--- config.mk ---
export PLATFORM = sky130hd
export DESIGN_NAME = easyaxi_ar_slice
export DESIGN_NICKNAME = d
export VERILOG_FILES = /design/src/rtl/easyaxi_ar_slice.sv
export SDC_FILE = /design/constraint.sdc
export NUM_CORES = 1
export LEC_CHECK = 0
export BUFFER_PORTS_ARGS = -buffer_cell sky130_fd_sc_hd__buf_2
export CORE_AREA = 2 2 103 105
export CTS_CLUSTER_SIZE = 14
export DETAILED_ROUTE_END_ITERATION = 10
export DIE_AREA = 0 0 105 107
export PLACE_DENSITY = 0.57
export SYNTH_ARGS = -nofsm -noshare
export SYNTH_HDL_FRONTEND = slang
export SYNTH_SLANG_ARGS = --single-unit
--- constraint.sdc ---
create_clock -name clk -period 2.25 [get_ports clk]
set_input_delay 0 -clock clk [delete_from_list [all_inputs] [get_ports clk]]
set_output_delay 0 -clock clk [all_outputs]
set_load 0.005 [all_outputs]
--- src/rtl/easyaxi_ar_slice.sv ---
// Two-entry AR channel register slice: registers valid/addr forward and ready backward.
// Optional statistics counters are built when EASYAXI_AR_SLICE_STAT_EN is defined.
module easyaxi_ar_slice #(
    parameter int ADDR_WIDTH = 32
) (
    input  logic                  clk,
    input  logic                  rst,
    input  logic                  s_arvalid,
    output logic                  s_arready,
    input  logic [ADDR_WIDTH-1:0] s_araddr,
    output logic                  m_arvalid,
    input  logic                  m_arready,
    output logic [ADDR_WIDTH-1:0] m_araddr
`ifdef EASYAXI_AR_SLICE_STAT_EN
    ,
    input  logic                  stat_clr,
    output logic [31:0]           stat_xfer_cnt,
    output logic [31:0]           stat_stall_cnt
`endif
);

    // state | meaning
    // EMPTY | no beat held, m_arvalid low
    // ONE   | main register holds the head beat
    // TWO   | main and skid both full, upstream stalled
    typedef enum logic [1:0] {
        EMPTY = 2'd0,
        ONE   = 2'd1,
        TWO   = 2'd2
    } state_t;

    state_t                state;
    state_t                state_nxt;
    logic [ADDR_WIDTH-1:0] skid_addr;
    logic                  accept;
    logic                  drain;

    assign accept = s_arvalid && s_arready;
    assign drain  = m_arvalid && m_arready;

    always_comb begin
        state_nxt = state;
        case (state)
            EMPTY: if (accept) state_nxt = ONE;
            ONE: begin
                if (accept && !drain)
                    state_nxt = TWO;
                else if (drain && !accept)
                    state_nxt = EMPTY;
            end
            TWO: if (drain) state_nxt = ONE;
            default: state_nxt = EMPTY;
        endcase
    end

    // Handshake outputs are registered from the next occupancy so neither
    // direction has a combinational path through the slice.
    always_ff @(posedge clk or posedge rst) begin
        if (rst) begin
            state     <= EMPTY;
            s_arready <= 1'b0;
            m_arvalid <= 1'b0;
            m_araddr  <= '0;
            skid_addr <= '0;
        end else begin
            state     <= state_nxt;
            s_arready <= (state_nxt != TWO);
            m_arvalid <= (state_nxt != EMPTY);
            case (state)
                EMPTY: begin
                    if (accept) m_araddr <= s_araddr;
                end
                ONE: begin
                    if (accept && drain)
                        m_araddr <= s_araddr;
                    else if (accept)
                        skid_addr <= s_araddr;
                end
                TWO: begin
                    if (drain) m_araddr <= skid_addr;
                end
                default: ;
            endcase
        end
    end

`ifdef EASYAXI_AR_SLICE_STAT_EN
    // Clear wins over a same-cycle event; counters wrap naturally.
    always_ff @(posedge clk or posedge rst) begin
        if (rst) begin
            stat_xfer_cnt  <= '0;
            stat_stall_cnt <= '0;
        end else if (stat_clr) begin
            stat_xfer_cnt  <= '0;
            stat_stall_cnt <= '0;
        end else begin
            if (drain)
                stat_xfer_cnt <= stat_xfer_cnt + 32'd1;
            if (m_arvalid && !m_arready)
                stat_stall_cnt <= stat_stall_cnt + 32'd1;
        end
    end
`endif

endmodule

### Word-level counts from Yosys, hierarchy flattened

Cells that the tools add are included.

| operators by class | value |
|---|---|
| $add $sub $neg | 0 |
| multipliers | 0 |
| div/mod/pow operators | 0 |
| magnitude comparators | 0 |
| eq/ne operators | 6 |
| shift operators | 0 |
| muxes and demuxes | 9 |
| bitwise operators | 1 |
| reductions and logical operators | 12 |

Operator list:

| cell | number |
|---|---|
| 32-bit two-way mux | 3 |
| 32-bit case mux with 3 select lines | 1 |
| 2-bit two-way mux | 4 |
| 2-bit != test, second input constant | 4 |
| 2-bit case mux with 3 select lines | 1 |
| 1-bit logical AND | 5 |
| 4-bit AND reduction | 1 |
| 3-bit AND reduction | 1 |
| 3-bit nonzero test | 1 |
| 2-bit by 1-bit equality test with 1-bit output, second input constant | 1 |
| 2-bit equality test, second input constant | 1 |
| 1-bit zero test | 2 |
| 2-bit zero test | 1 |
| 2-bit nonzero test | 1 |
| 1-bit inverter | 1 |

| storage, ports and cells | value |
|---|---|
| register bits | 68 |
| bits in latches | 0 |
| memory bits (writable) | 0 |
| ROM bits | 0 |
| input port bits | 36 |
| memories kept | 0 |

### Longest topological paths before layout

| logic depth | value |
|---|---|
| depth in word-level cells | 7 |
| gate-level depth with buffers | 6 |

### Least setup slack after synthesis

OpenSTA, ideal clock, no wires.

| timing | value |
|---|---|
| path kind | reg2reg |
| start point | register state[0] |
| end point | register m_araddr[0] |
| arrival | 1480 ps |
| data required time | 2125 ps |
| path slack | 645 ps |
| cell stages (with the launch flop) | 7 |
| path buffers | 2 |
| clock period less this slack | 1605 ps |
| cells stage by stage | dfrtp_1 -> nand2b_1 -> buf_4 -> o21ai_2 -> a31oi_4 -> buf_6 -> mux2_2 |

| between the ends | value |
|---|---|
| cells in the longest elaborated chain, start to end | 3 |
| elaborated cells on any way between the ends | 9 |

RTL lines:

| element | line | RTL |
|---|---|---|
| start, declared | 32 | `state_t state;` |
| start signal, assigned | 66 | `state <= state_nxt;` |
| 2-bit by 1-bit equality test with 1-bit output (tied with other cells) | 69 | `case (state)` |
| 2-bit != test (no source line) / 3-bit nonzero test (equally long branches) | - |  |
| 4-bit AND reduction (no source line) | - |  |
| end signal, assigned | 71 | `if (accept) m_araddr <= s_araddr;` |
| end signal, assigned | 75 | `m_araddr <= s_araddr;` |
| end signal, assigned | 80 | `if (drain) m_araddr <= skid_addr;` |
| end, declared | 13 | `output logic [ADDR_WIDTH-1:0] m_araddr` |

Parallel ways exist; a longest one is shown, timed or not.
A chain may end at the register's enable or synchronous reset.

### Final worst setup path

| timing | value |
|---|---|
| start point | register state[0] |
| end point | register m_araddr[7] |

Same word-level chain as after synthesis.

==> impl_metrics.csv <==
group,metric,value,unit
timing,min_period_over_period,77.5,%
timing,hold_violations,0,
place,place_hpwl,3.81,mm
setup_path,worst_setup_path_end_kind,"flop",
grt,grt_util_met2,17.6,%
timing,rsz0062_at_grt,"no",
clocking,worst_skew_pair.late_latency,330,ps
grt,overflow,0,
layout,nNetsFinal,341,
timing,period_needed,1740,ps
yosys,synth_cell_types,20,
place,placed_cells,396,
clocking,numCtsBuffers,9,
run,maxCapViolations,0,
grt,gr-usage-all-layers,10.9,%
yosys,ys_ff_latch,68,
clocking,cts_buffer_depth,2,
clocking,clkTransAtPathRegs,60,ps
grt,grt_max_degree,39,
timing,max_slew.worst_pin.slew,802,ps
route,wirelength,5.70,mm
layout,area_growth,34.1,%
grt,grt_pass1_wl,9.61,mm
pwr,power_leakage,1.80,nW
setup_path,cp-start-kind,"flop",
clocking,cts-resized-gates,0,
layout,multi_input_area,1200,µm²
yosys,synth.avg_cell_area,15.5,µm²
layout,antenna_cells,0,
yosys,syn_area,2980,µm²
clocking,cts_hold_buffers,34,
place,gp_congestion,0.705,
yosys,ys_warn_count,0,
grt,grt_pass1_vias,2036,
floorplan,die_w,105,µm
layout,drive_gt1_share,61.7,%
grt,grt.busiest_layer,"met2",
timing,clock_skew,7.28,ps
min_path,worst_hold_path_type,"primary input to flop",
clocking,h-tree-depth,3,
grt,use_met3,3.22,%
clocking,clockRootBuffer,"clkbuf_8",
floorplan,initial_core_util,29.5,%
route,vias,1917,
clocking,cts_tree,"yes",
clocking,post_cts_buffers,0,
setup_path,cp.required,2460,ps
floorplan,rows,37,
clocking,cts.sinks,68,
timing,fmax,574,MHz
grt,grt_antenna_before_repair,0,
route,avgViaCountPerCell,4.32,
timing,setup_tns,0,ps
setup_path,crit_top_cell,"mux2_2",
timing,slew_headroom,46.5,%
floorplan,die_h,107,µm
pwr,pwr_density_cell,1190,nW/µm²
floorplan,core_area,10100,µm²
route,drc,0,
floorplan,pin_count,70,
layout,fillers,1044,
grt,globalRouteMet1Util,13.4,%
layout,fin_cells,444,
setup_path,crit_type,"flop to flop",
route,drt_iter0_drc,20,
timing,setup_viol,0,
floorplan,die-area,11200,µm²
layout,seqCellArea,1700,µm²
setup_path,slowest_stage,"dfrtp_1",
yosys,synth_nets,228,
setup_path,cp.arrival,1950,ps
outcome,outcome,"finished, final reports clean",
setup_path,cp_cell_sequence,"nand2b_2 -> buf_4 -> mux2_2 -> mux2_2",
pwr,peakVddDrop,0.475,mV
route,drt_first_pass_iters,2,
place,numPortBuffers,69,
yosys,synth_cells,192,
route,wire_per_inst,12.8,µm
timing,slew_violations,0,
setup_path,cp_max_fo,26,
yosys,synth-seq-area-share,57.2,%
route,ant_nets,0,
setup_path,cpPeakStageDelay,450,ps
==> cells by family (layout without fill, tap and decap cells) <==
| group | after synthesis | in the layout | share of synthesized area, % |
|---|---|---|---|
| muxes | 96 | 96 | 36.3 |
| DFF | 68 | 68 | 57.2 |
| buffers and inverters | 11 | 127 | 2.61 |
| and+or+nand+nor | 9 | 9 | 1.43 |
| AOI/OAI and AO/OA | 8 | 8 | 2.44 |
==> critical path, delay by kind of cell (launching register included) <==
family | cells | cell delay (ps)
DFF | 1 | 450
and+or+nand+nor | 1 | 180
buffers and inverters | 1 | 340
muxes | 2 | 650
==> synthesized netlist by cell type (all sizes together) <==
cell type | instances | share of area (%)
a31oi | 1 | 0.71
nor2 | 1 | 0.13
o21ai | 2 | 0.46
o21a | 1 | 0.25
o22ai | 1 | 0.21
a21boi | 2 | 0.50
nand2b | 1 | 0.21
buf | 10 | 2.5
mux2 | 96 | 36
nor3 | 1 | 0.17
a22o | 1 | 0.29
nand2 | 3 | 0.38
nand3 | 2 | 0.34
inv | 1 | 0.13
dfrtp | 68 | 57
nor2b | 1 | 0.21
==> power by group <==
part	internal [mW]	switching (mW)	leakage [nW]
logic	1.11	0.663	0.909
registers	1.85	0.303	0.802
clock network	0.412	0.426	0.0848
total	3.37	1.39	1.80
==> through the flow <==
step | setup slack (ps) | hold slack, ps | total power [mW] | util [%] | area (µm²)
after floorplan | 538 | 140 | 3.37 | - | 2980
after global placement | 539 | 199 | 3.88 | 34.6 | 3490
after detailed placement | 511 | 212 | 3.95 | 34.6 | 3490
after CTS | 500 | 183 | 4.87 | 39.5 | 3990
after global routing | 402 | 184 | 5.13 | 39.5 | 3990
final | 507 | 210 | 4.77 | 39.5 | 3990
==> worst paths after layout <==
kind	start	to	slack (ps)	cells after the start
setup / recovery	state[0]	m_araddr[7]	510	4
hold / removal	s_arvalid	state[0]	210	4
setup reg to reg	state[0]	m_araddr[7]	510	4
hold reg to reg	m_araddr[15]	m_araddr[15]	500	1
max in group asynchronous	rst	m_araddr[19]	1210	4
min in group asynchronous	rst	m_araddr[9]	370	3
==> registers in the layout (all words and copies together) (netlist names) <==
name,flops
skid_addr,32
m_arvalid,1
state,2
m_araddr,32
s_arready,1
==> layout by cell type, fill, tap and decap left out <==
master,n
a21boi_0,2
a22o_1,1
a31oi_4,1
buf_2,69
buf_4,9
clkbuf_1,1
clkbuf_8,10
clkinv_2,3
dfrtp_1,68
dlygate4sd3_1,34
inv_2,1
mux2_1,2
mux2_2,94
nand2_1,3
nand2b_2,1
nand3_1,1
nand3_2,1
nor2_1,1
nor2b_1,1
nor3_1,1
o21a_1,1
o21ai_0,1
o21ai_2,1
o22ai_1,1
==> cell type report <==
cell class	instances	share of cell area, %
Clock buffer	11	3.54
Clock inverter	3	0.376
Inverter	1	0.0941
Multi-Input combinational cell	113	30.2
Sequential cell	68	42.7
Tap cell	136	4.27
Timing Repair Buffer	112	18.9
==> routing by layer <==
layer,up-vias,wire (µm)
met3,9,278
met5,-,0
met2,47,2710
met1,951,2610
li1,910,-
met4,0,98
Note: power is estimated with default switching activity, not from simulation.
